File: config.mk
export PLATFORM = sky130hd
export DESIGN_NAME = simpleio_input_cond
export DESIGN_NICKNAME = d
export VERILOG_FILES = /design/src/rtl/simpleio_pkg.sv /design/src/rtl/simpleio_debounce_bit.sv /design/src/rtl/simpleio_input_cond.sv
export SDC_FILE = /design/constraint.sdc
export NUM_CORES = 1
export LEC_CHECK = 0
export BUFFER_PORTS_ARGS = -buffer_cell sky130_fd_sc_hd__buf_2
export CAP_MARGIN = 20
export CORE_MARGIN = 3
export CORE_UTILIZATION = 55
export DETAILED_ROUTE_END_ITERATION = 12
export PLACE_DENSITY = 0.86
export SETUP_SLACK_MARGIN = 0.15
export SLEW_MARGIN = 20
export SYNTH_ARGS = -nofsm -noshare
export SYNTH_HDL_FRONTEND = slang
export SYNTH_SLANG_ARGS = --single-unit
File: constraint.sdc
create_clock -name clk_in -period 5.23 [get_ports clk_in]
set_clock_uncertainty 0.05 [all_clocks]
set_input_delay 1.046 -clock clk_in [delete_from_list [all_inputs] [get_ports clk_in]]
set_output_delay 1.046 -clock clk_in [all_outputs]
set_load 0.01 [all_outputs]
File: src/rtl/simpleio_pkg.sv
// Shared constants for the simpleio onboard-devices port: sizes, debounce defaults, register map.
package simpleio_pkg;

   localparam int SIMPLEIO_N_SW      = 4;
   localparam int SIMPLEIO_N_KEY     = 4;
   localparam int SIMPLEIO_TICK_DIV  = 50000;
   localparam int SIMPLEIO_DEB_TICKS = 8;

   typedef enum logic [7:0] {
      SIMPLEIO_REG_INPUT    = 8'h04,
      SIMPLEIO_REG_EVT_PEND = 8'h08,
      SIMPLEIO_REG_IRQ_EN   = 8'h0C
   } simpleio_reg_e;

   // One spare bit so DEB_TICKS-1 always fits, including DEB_TICKS=1.
   function automatic int deb_cnt_w(input int deb_ticks);
      return $clog2(deb_ticks) + 1;
   endfunction

   function automatic int presc_w(input int div);
      return (div > 1) ? $clog2(div) : 1;
   endfunction

endpackage

File: src/rtl/simpleio_debounce_bit.sv
// One input bit: 2-FF synchronizer followed by a tick-paced debounce counter.
module simpleio_debounce_bit
   import simpleio_pkg::*;
#(
   parameter int DEB_TICKS = SIMPLEIO_DEB_TICKS
) (
   input  logic clk_in,
   input  logic rst,
   input  logic rst_val,
   input  logic tick,
   input  logic raw,
   output logic clean
);

   localparam int            CW       = deb_cnt_w(DEB_TICKS);
   localparam logic [CW-1:0] CNT_LAST = CW'(DEB_TICKS - 1);

   logic          sync1;
   logic          sync2;
   logic [CW-1:0] cnt;

   always_ff @(posedge clk_in) begin
      if (rst) begin
         sync1 <= rst_val;
         sync2 <= rst_val;
         clean <= rst_val;
         cnt   <= '0;
      end else begin
         sync1 <= raw;
         sync2 <= sync1;
         // Any cycle of agreement restarts the count, even between ticks.
         if (sync2 == clean) begin
            cnt <= '0;
         end else if (tick) begin
            if (cnt == CNT_LAST) begin
               clean <= sync2;
               cnt   <= '0;
            end else begin
               cnt <= cnt + 1'b1;
            end
         end
      end
   end

endmodule

File: src/rtl/simpleio_input_cond.sv
// Conditions board switches/buttons into clean levels, latches key presses as pending
// events and raises a maskable interrupt.
module simpleio_input_cond
   import simpleio_pkg::*;
#(
   parameter int N_SW      = SIMPLEIO_N_SW,
   parameter int N_KEY     = SIMPLEIO_N_KEY,
   parameter int TICK_DIV  = SIMPLEIO_TICK_DIV,
   parameter int DEB_TICKS = SIMPLEIO_DEB_TICKS
) (
   input  logic             clk_in,
   input  logic             rst,
   input  logic [N_SW-1:0]  raw_sw,
   input  logic [N_KEY-1:0] raw_key_n,
   input  logic [N_KEY-1:0] irq_en,
   input  logic [N_KEY-1:0] evt_clr,
   output logic [N_SW-1:0]  switches,
   output logic [N_KEY-1:0] keys,
   output logic [N_KEY-1:0] press,
   output logic [N_KEY-1:0] pend,
   output logic             irq
);

   localparam int            PW         = presc_w(TICK_DIV);
   localparam logic [PW-1:0] PRESC_LAST = PW'(TICK_DIV - 1);

   logic [PW-1:0]    presc;
   logic             tick;
   logic [N_KEY-1:0] keys_d;

   // With TICK_DIV=1 the prescaler is pinned at 0 and tick is always high.
   assign tick = (presc == PRESC_LAST);

   always_ff @(posedge clk_in) begin
      if (rst) begin
         presc <= '0;
      end else if (tick) begin
         presc <= '0;
      end else begin
         presc <= presc + 1'b1;
      end
   end

   for (genvar i = 0; i < N_SW; i++) begin : g_sw
      simpleio_debounce_bit #(
         .DEB_TICKS (DEB_TICKS)
      ) u_deb (
         .clk_in  (clk_in),
         .rst     (rst),
         .rst_val (1'b0),
         .tick    (tick),
         .raw     (raw_sw[i]),
         .clean   (switches[i])
      );
   end

   for (genvar i = 0; i < N_KEY; i++) begin : g_key
      simpleio_debounce_bit #(
         .DEB_TICKS (DEB_TICKS)
      ) u_deb (
         .clk_in  (clk_in),
         .rst     (rst),
         .rst_val (1'b1),
         .tick    (tick),
         .raw     (raw_key_n[i]),
         .clean   (keys[i])
      );
   end

   // Keys are active-low, so a press is a falling edge of the clean level.
   always_ff @(posedge clk_in) begin
      if (rst) begin
         keys_d <= '1;
         press  <= '0;
         pend   <= '0;
         irq    <= 1'b0;
      end else begin
         keys_d <= keys;
         press  <= keys_d & ~keys;
         pend   <= (pend & ~evt_clr) | press;
         irq    <= |(pend & irq_en);
      end
   end

endmodule

==> impl_metrics.tcl <==
set metrics [dict create \
    h-tree-depth 3 \
    initial_core_util 0.580 \
    crit_chain "ha_1 -> and3_1 -> nand4_1 -> nand2b_1 -> nor2_1" \
    netlist_instances 390 \
    synth_top_area_frac 0.487 \
    ios 35 \
    final_max_slew_viol_count 0 \
    clkSlewWorstSetupHoldPaths_ps 80 \
    num_rows 28 \
    synth_ff_type "dfxtp_1" \
    cp.arrival_ps 2810 \
    avgSynthCellArea_um2 8.95 \
    yosysSeqAreaShare 0.487 \
    ant_nets 0 \
    hold_path_depth 2 \
    slowest_delay_ps 780 \
    grt_pass1_vias 2568 \
    final_nets 440 \
    yosysUniqueCellTypes 36 \
    rsz0062_at_grt "false" \
    synth_edf_count 0 \
    grt_usage 0.184 \
    power_leakage_nw 1.45 \
    fmax_ghz 0.379 \
    final_common_cell "dfxtp_1" \
    drc 0 \
    start_kind "register" \
    post_cts_resized 0 \
    firstDrtPassIters 6 \
    cp_top_family "simple AND/OR/NAND/NOR gates" \
    ff2ff_path_depth 5 \
    cts_tree "done" \
    nFillCells 486 \
    grt_max_degree 48 \
    io_buffers 34 \
    yosysWarnings 0 \
    syn_area_um2 3490 \
    die_area_um2 7340 \
    drive_gt1_frac 0.146 \
    clockBufferDepth 2 \
    antenna_cells 0 \
    synth_seq_cells 85 \
    die_width_um 85.7 \
    routed_wl_um 6310 \
    drtIter0Drc 177 \
    grt_pass1_wl_um 10900 \
    via_per_inst 5.49 \
    required_ps 5400 \
    synth_top_area_cell "dfxtp_1" \
    overflow 0 \
    antenna_found_initial 0 \
    path_max_fanout 29 \
    dieHeight_um 85.7 \
    cp-end-kind "register" \
    post-route-min-period_ps 2640 \
    peakVddDrop_mv 0.248 \
    power_density_nw_per_um2 303 \
    fin_tns_setup_ps 0 \
    worstSetupPathType "reg -> reg" \
    mostFrequentLayoutCells "dfxtp_1 (85), a21oi_1 (34), nand2_1 (34), buf_2 (34), nor2_1 (31)" \
    core-area_um2 6030 \
    period_share 0.504 \
    wl_per_cell_um 12.8 \
    cts_buffers 9 \
    cp_num_buf_inv 0 \
    hold_violations 0 \
    hold_class "reg -> reg" \
    syn_nets 417 \
    place_hpwl_um 4160 \
    status "completed" \
    clock-sinks 85 \
    postCtsSetupBuffers 0 \
    worst_pin_slew_ps 905 \
    async_reset_ff_frac 0 \
    clk_latency_ps 350 \
    maxCapViolations 0 \
    synth_area_leaders "dfxtp_1 (49%), a21oi_1 (4.9%), nand2_1 (3.7%)" \
    place.gp.congestion 0.788 \
    cts-root-buf "clkbuf_8" \
    postCtsHoldBufs 0 \
    crit_slowest_cell "nand2b_1" \
    maxSlewHeadroom 0.395 \
    finalSetupViolCount 0 \
    cp.depth 5 \
    syn_to_final_growth_pct 10.7 \
    vias 2705 \
    finalPower_mw 1.17 \
]
==> metrics by stage <==
stage / std cells / instance area (um^2) / hold slack (ps) / utilization / setup slack [ps]
finish: 493 / 3870 / 363 / 0.642 / 2590
global route: 493 / 3870 / 384 / 0.642 / 2200
CTS: 492 / 3850 / 365 / 0.639 / 2590
detailed placement: 476 / 3630 / 344 / 0.603 / 2560
floorplan: 390 / 3490 / 339 / - / 3310
global placement: 476 / 3630 / 342 / 0.603 / 2780
==> logic make-up (layout without fill, tap and decap cells) <==
group                    count (synthesis)  after routing  share of synthesized area
AO/OA/AOI/OAI                           65             65                      0.102
flip-flops                              85             85                      0.487
AND/OR/NAND/NOR                        158            158                      0.250
XOR/XNOR                                22             22                     0.0552
multiplexers                             4              4                     0.0115
buffers and inverters                   47             75                     0.0609
adder cells (fa/ha/maj)                  9              9                     0.0322
==> final timing paths <==
check,startpoint,to,slack [ps]
max,presc[0],presc[12],2590
min,keys_d[3],press[3],360
max reg2reg,presc[0],presc[12],2590
min reg2reg,keys_d[3],press[3],360
==> power breakdown <==
part | internal (mW) | total [mW] | switching, mW
clock network | 0.261 | 0.488 | 0.227
registers | 0.654 | 0.658 | 0.00409
logic | 0.0125 | 0.0272 | 0.0147
total | 0.928 | 1.17 | 0.246
==> sequential cells by signal (all words and copies together), names as in the netlist <==
signal	count
g_key.u_deb.sync1	4
g_key.u_deb.sync2	4
irq	1
presc	16
g_sw.u_deb.cnt	16
pend	4
g_key.u_deb.cnt	16
g_sw.u_deb.sync2	4
g_sw.u_deb.clean	4
keys_d	4
g_sw.u_deb.sync1	4
g_key.u_deb.clean	4
press	4
==> worst reg2reg max path, cell delays in order, from the launching register on <==
cell	delay, ps
dfxtp_1	390
ha_1	210
and3_1	230
nand4_1	730
nand2b_1	780
nor2_1	110
==> area by class of cell <==
| type | instances | area [um^2] | share of cell area |
|---|---|---|---|
| clock buffer | 12 | 165 | 0.0427 |
| sequential | 85 | 1700 | 0.440 |
| multi-input combinational | 258 | 1580 | 0.408 |
| inverter | 24 | 90.1 | 0.0233 |
| tap | 75 | 93.8 | 0.0243 |
| timing repair buffer | 35 | 185 | 0.0479 |
| clock inverter | 4 | 53.8 | 0.0139 |
==> cells in the mapped netlist (2+ instances only) <==
master	n
and2_1	4
nor2_1	31
nor4_1	2
nor3_1	2
nand4_1	11
buf_2	5
dfxtp_1	85
ha_1	9
xnor2_1	9
o41ai_1	4
or2_2	9
nand2_1	34
clkbuf_1	10
nor2b_1	12
inv_1	24
xor2_1	13
a22oi_1	2
nand3b_1	9
nand3_1	10
mux2i_1	4
buf_4	8
or4_1	7
o21ai_0	18
nand2b_1	8
a21oi_1	34
a31oi_1	4
and4_1	5
a21boi_0	2
or3_1	8
==> routing by layer <==
layer / vias to the layer above / track usage / share of wire
met4: 0 / 0.0849 / 0.013
met1: 1266 / 0.210 / 0.43
li1: 1374 / - / -
met3: 9 / 0.0432 / 0.042
met2: 56 / 0.323 / 0.51
met5: - / 0 / 0
(Power assumes the default switching activity.)
